===== config.mk =====
export PLATFORM = sky130hd
export DESIGN_NAME = regfile_bypass_sb
export DESIGN_NICKNAME = d
export VERILOG_FILES = /design/src/rtl/cpu_pkg.sv /design/src/rtl/rf_scoreboard.sv /design/src/rtl/regfile_bypass_sb.sv
export SDC_FILE = /design/constraint.sdc
export NUM_CORES = 1
export LEC_CHECK = 0
export CAP_MARGIN = 0
export CELL_PAD_IN_SITES_DETAIL_PLACEMENT = 1
export CELL_PAD_IN_SITES_GLOBAL_PLACEMENT = 2
export CORE_ASPECT_RATIO = 0.9
export CORE_MARGIN = 2
export CORE_UTILIZATION = 36
export CTS_CLUSTER_SIZE = 16
export DETAILED_ROUTE_END_ITERATION = 10
export HOLD_SLACK_MARGIN = 0.1
export MAX_ROUTING_LAYER = met4
export PLACE_DENSITY_LB_ADDON = 0.12
export SLEW_MARGIN = 20
export SYNTH_ARGS = -nofsm -noshare
export SYNTH_HDL_FRONTEND = slang
export SYNTH_SLANG_ARGS = --single-unit

===== constraint.sdc =====
create_clock -name Clock -period 1.5 [get_ports Clock]
set_input_delay 0.3 -clock Clock [delete_from_list [all_inputs] [get_ports Clock]]
set_output_delay 0.3 -clock Clock [all_outputs]
set_load 0.01 [all_outputs]

===== src/rtl/cpu_pkg.sv =====
// Shared definitions for the CPU register file: default geometry,
// the register index type and the index of the optional zero register.
package cpu_pkg;

    localparam int CPU_DATA_W = 16;
    localparam int CPU_DEPTH  = 8;
    localparam int CPU_ADDR_W = $clog2(CPU_DEPTH);

    // Register index at the default depth
    typedef logic [CPU_ADDR_W-1:0] reg_idx_t;

    // Register that reads as zero when the hardwired-zero option is enabled
    localparam int ZERO_IDX = 0;

endpackage


===== src/rtl/rf_scoreboard.sv =====
// Per-register busy scoreboard. An issue marks its destination busy and a
// writeback retires it; when both hit the same register in one cycle the
// newer producer (the issue) wins. The zero register never goes busy.
module rf_scoreboard
    import cpu_pkg::*;
#(
    parameter int  DEPTH    = CPU_DEPTH,
    parameter bit  ZERO_REG = 1'b0,
    localparam int ADDR_W   = $clog2(DEPTH)
) (
    input  logic              clk,
    input  logic              rst_n,
    input  logic [ADDR_W-1:0] set_idx,
    input  logic              set_valid,
    input  logic [ADDR_W-1:0] clr_idx,
    input  logic              clr_valid,
    output logic [DEPTH-1:0]  busy
);

    logic [DEPTH-1:0] busy_reg;
    logic [DEPTH-1:0] busy_next;

    genvar gi;
    generate
        for (gi = 0; gi < DEPTH; gi++) begin : g_bit
            if (ZERO_REG && (gi == ZERO_IDX)) begin : g_zero
                // Hardwired-zero register can never have a pending producer
                assign busy_next[gi] = 1'b0;
            end else begin : g_live
                logic set_hit;
                logic clr_hit;
                assign set_hit = set_valid && (set_idx == ADDR_W'(gi));
                assign clr_hit = clr_valid && (clr_idx == ADDR_W'(gi));
                // Set has priority over clear for the same register
                assign busy_next[gi] = set_hit | (busy_reg[gi] & ~clr_hit);
            end
        end
    endgenerate

    // Scoreboard state register, cleared immediately by reset
    always_ff @(posedge clk or negedge rst_n) begin
        if (!rst_n) begin
            busy_reg <= '0;
        end else begin
            busy_reg <= busy_next;
        end
    end

    assign busy = busy_reg;

endmodule


===== src/rtl/regfile_bypass_sb.sv =====
// Parametrised register file with two combinational read ports, one
// writeback port, optional write-to-read bypass, optional hardwired zero
// register and a busy scoreboard used by decode for RAW hazard detection.
module regfile_bypass_sb
    import cpu_pkg::*;
#(
    parameter int  DATA_W   = CPU_DATA_W,
    parameter int  DEPTH    = CPU_DEPTH,
    parameter bit  ZERO_REG = 1'b0,
    parameter bit  BYPASS   = 1'b1,
    localparam int ADDR_W   = $clog2(DEPTH)
) (
    input  logic              Clock,
    input  logic              Reset_n,
    input  logic [ADDR_W-1:0] RS,
    input  logic [ADDR_W-1:0] RT,
    output logic [DATA_W-1:0] ReadRS,
    output logic [DATA_W-1:0] ReadRT,
    input  logic [ADDR_W-1:0] RD,
    input  logic [DATA_W-1:0] WriteData,
    input  logic              RegWrite,
    input  logic [ADDR_W-1:0] IssueRD,
    input  logic              IssueValid,
    output logic              BusyRS,
    output logic              BusyRT,
    output logic [DEPTH-1:0]  BusyVec
);

    logic [DATA_W-1:0] rf_reg [DEPTH];
    logic              rs_zero;
    logic              rt_zero;
    logic              rs_fwd;
    logic              rt_fwd;

    genvar gi;
    generate
        for (gi = 0; gi < DEPTH; gi++) begin : g_reg
            // Writes to the zero register are dropped so it stays at its reset value
            localparam bit WRITABLE = !(ZERO_REG && (gi == ZERO_IDX));
            logic we;
            assign we = WRITABLE && RegWrite && (RD == ADDR_W'(gi));

            // One storage register, cleared immediately by reset
            always_ff @(posedge Clock or negedge Reset_n) begin
                if (!Reset_n) begin
                    rf_reg[gi] <= '0;
                end else if (we) begin
                    rf_reg[gi] <= WriteData;
                end
            end
        end
    endgenerate

    rf_scoreboard #(
        .DEPTH    (DEPTH),
        .ZERO_REG (ZERO_REG)
    ) u_scoreboard (
        .clk       (Clock),
        .rst_n     (Reset_n),
        .set_idx   (IssueRD),
        .set_valid (IssueValid),
        .clr_idx   (RD),
        .clr_valid (RegWrite),
        .busy      (BusyVec)
    );

    // Decode which read ports address the zero register or are forwarded
    always_comb begin
        rs_zero = ZERO_REG && (RS == ADDR_W'(ZERO_IDX));
        rt_zero = ZERO_REG && (RT == ADDR_W'(ZERO_IDX));
        rs_fwd  = BYPASS && RegWrite && (RD == RS) && !rs_zero;
        rt_fwd  = BYPASS && RegWrite && (RD == RT) && !rt_zero;
    end

    // Read muxes: reset and zero register force 0, then bypass, then storage
    always_comb begin
        ReadRS = rf_reg[RS];
        ReadRT = rf_reg[RT];
        if (!Reset_n || rs_zero) begin
            ReadRS = '0;
        end else if (rs_fwd) begin
            ReadRS = WriteData;
        end
        if (!Reset_n || rt_zero) begin
            ReadRT = '0;
        end else if (rt_fwd) begin
            ReadRT = WriteData;
        end
    end

    // A pending write is no longer a hazard once its data is being forwarded
    always_comb begin
        BusyRS = Reset_n && BusyVec[RS] && !(BYPASS && RegWrite && (RD == RS));
        BusyRT = Reset_n && BusyVec[RT] && !(BYPASS && RegWrite && (RD == RT));
    end

endmodule


==> impl_metrics.env <==
export IMPL_status="complete, but fails checks"
export IMPL_violations="setup timing"
export IMPL_critPathRequiredTime_ns=1.20
export IMPL_dp_hpwl_um=16580
export IMPL_grt_max_degree=25
export IMPL_crit_chain="mux4_2 -> mux2i_2 -> a21oi_1 -> buf_2"
export IMPL_layout_drive_gt1_share_pct=59.67
export IMPL_max_freq_mhz=491.4
export IMPL_cp_arrival_ns=1.73
export IMPL_avgViaCountPerCell=5.495
export IMPL_worst_pin_slew_ns=0.8762
export IMPL_timing_final_ws_setup_ns=-0.5350
export IMPL_clk_latency_ns=0.42
export IMPL_die_h_um=143.0
export IMPL_path_max_fanout=3
export IMPL_netlist_area_sq_um=7724
export IMPL_slowest_delay_ns=0.49
export IMPL_drcViolationCount=0
export IMPL_synthTopCellsByCount="dfrtp_1 (136), mux2_2 (119), mux2i_1 (64)"
export IMPL_final_core_utilization_pct=52.02
export IMPL_die_w_um=158.4
export IMPL_rsz0062_at_grt="yes"
export IMPL_total_power_mw=13.24
export IMPL_whs_ns=0.1261
export IMPL_drt_wl_total_um=25450
export IMPL_die_area_sq_um=22640
export IMPL_min_path_type="input port to asynchronous set/reset pin"
export IMPL_synthTopCellsByArea="dfrtp_1 (44%), mux2_2 (17%), mux4_2 (11%), mux2i_1 (8.3%), a21oi_1 (4.0%)"
export IMPL_crit_slowest_cell="mux4_2"
export IMPL_synthCells=598
export IMPL_end_kind="output port"
export IMPL_pre_cts_ws_ns=-1.199
export IMPL_cts_sinks=136
export IMPL_yosysTopAreaCell="dfrtp_1"
export IMPL_overflow=0
export IMPL_relSlewSlack_pct=41.39
export IMPL_root_buffer="clkbuf_16"
export IMPL_rows=50
export IMPL_yosysWarnings=0
export IMPL_syn_avg_cell_area_sq_um=12.92
export IMPL_num_fill_cells=2145
export IMPL_maxSlewViolCount=0
export IMPL_synth_edf_count=0
export IMPL_vias=5863
export IMPL_drt_initial_drc_count=210
export IMPL_synth_main_ff_cell="dfrtp_1"
export IMPL_largest_reg_flops=128
export IMPL_synthArstFlopShare_pct=100.0
export IMPL_setup_viol=34
export IMPL_layoutNonFillerInstCount=1067
export IMPL_period_minus_slack_ns=2.035
export IMPL_gp_congestion=0.7909
export IMPL_first_global_vias=6670
export IMPL_grt_use_total_pct=24.56
export IMPL_critical_path_class="register to output port"
export IMPL_start_util_pct=36.96
export IMPL_antennaDiodeCount=0
export IMPL_p_per_area_nw_per_um2=1218
export IMPL_yosysSeqAreaShare_pct=44.06
export IMPL_cp_start_kind="register"
export IMPL_ctsHtreeMaxLevel=4
export IMPL_synth_top_cell_area_share_pct=44.06
export IMPL_area_delta_synth_final_pct=40.73
export IMPL_dp_cells=1004
export IMPL_synth_distinct_cells=27
export IMPL_layout_nets=800
export IMPL_ant_nets=0
export IMPL_grt_pass1_wl_um=39580
export IMPL_yosysMostFrequentCell="dfrtp_1"
export IMPL_clock_path_buffers=2
export IMPL_post_drt_wl_per_cell_um=23.85
export IMPL_clk_pin_slew_ns=0.06
export IMPL_synth_nets=630
export IMPL_synth_seq_cells=136
export IMPL_ff2ff_setup_slack_ns=0.49
export IMPL_cts_tree="done"
export IMPL_io_pin_count=74
export IMPL_p_leak_nw=4.688
export IMPL_firstDrtPassIters=4
export IMPL_io_buffers=73
export IMPL_finalCritPeriodShare_pct=135.7
export IMPL_coreArea_sq_um=20900
export IMPL_cap_violations=0
export IMPL_report_final_hold_viol_count=0
export IMPL_ir_worst_vdd_mv=0.7327
export IMPL_antenna_found_initial=0
export IMPL_cts_inserted_buffers=17
export IMPL_skew_ns=0
## layout make-up
cell class | count | area (sq um) | share of cell area (%)
Inverter | 4 | 15.01 | 0.1381
Clock buffer | 19 | 442.9 | 4.075
Sequential cell | 136 | 3403 | 31.31
Clock inverter | 13 | 177.7 | 1.635
Timing Repair Buffer | 211 | 2127 | 19.57
Tap cell | 286 | 357.8 | 3.292
Multi-Input combinational cell | 398 | 4345 | 39.98
## cells by family after synthesis
group	synth area share (%)
buf+inv	4.520
flops	44.06
compound gates	9.169
mux	38.47
simple gates	3.094
xor+xnor	0.6804
## report_power, final
part / switching [mW] / leakage (nW) / internal [mW]
Combinational: 1.57 / 2.77 / 2.15
Clock: 1.60 / 0.291 / 2.81
Sequential: 0.622 / 1.63 / 4.48
Total: 3.79 / 4.69 / 9.45
## cells in the final DEF (no fill, tap or decap), types with 4 or more instances in the layout
master / n
dfrtp_1: 136
mux2_2: 119
buf_4: 81
mux2i_1: 61
a21oi_2: 56
buf_2: 40
mux4_2: 38
buf_12: 35
o22ai_1: 27
clkdlybuf4s50_1: 20
clkbuf_16: 18
o21ai_1: 17
buf_6: 13
o21ai_0: 10
nand2_1: 9
mux2_4: 9
dlygate4sd3_1: 9
o21ai_2: 8
o22ai_2: 5
clkinvlp_4: 5
xnor2_1: 4
a21oi_1: 4
nand2b_4: 4
inv_1: 4
clkinv_2: 4
bufinv_16: 4
dlygate4sd2_1: 4
## worst paths after layout
kind                                           end  cells after the start                     from
setup reg to reg             rf_reg[5]$_DFFE_PN0P_                      3    rf_reg[5]$_DFFE_PN0P_
hold / removal             rf_reg[124]$_DFFE_PN0P_                      3                  Reset_n
min in group Clock         rf_reg[104]$_DFFE_PN0P_                      1  rf_reg[104]$_DFFE_PN0P_
hold reg to reg            rf_reg[104]$_DFFE_PN0P_                      1  rf_reg[104]$_DFFE_PN0P_
max in group asynchronous   rf_reg[80]$_DFFE_PN0P_                      3                  Reset_n
setup / recovery                        ReadRT[14]                      4   rf_reg[14]$_DFFE_PN0P_
## metrics by stage
step,TNS (ns),area (sq um)
floorplan,-2.265,7929
global placement,-96.98,9774
detailed placement,-102.25,9774
CTS,-16.17,10790
global route,-17.94,10870
finish,-15.63,10870
## critical path: cells and delay by family, from the launching register on
kind	cells	cell delay [ns]
flops	1	0.39
compound gates	1	0.09
mux	2	0.69
buf+inv	1	0.14
## metal layers
metal	track usage [%]	up-vias	part of all wire, %
met5	-	-	0
met4	5.785	0	0.80
met2	39.22	111	49
met1	32.75	3113	47
met3	4.431	17	3.2
li1	-	2622	-
## what timing repair did
item,CTS,global route
endpoints found under the setup margin,135,40
hold endpoints to repair,73,0
pin swaps,47,10
cloned,3,1
gates resized for setup,254,19
hold buffers,10,0
buffers inserted,19,4
(Power assumes the default switching activity.)
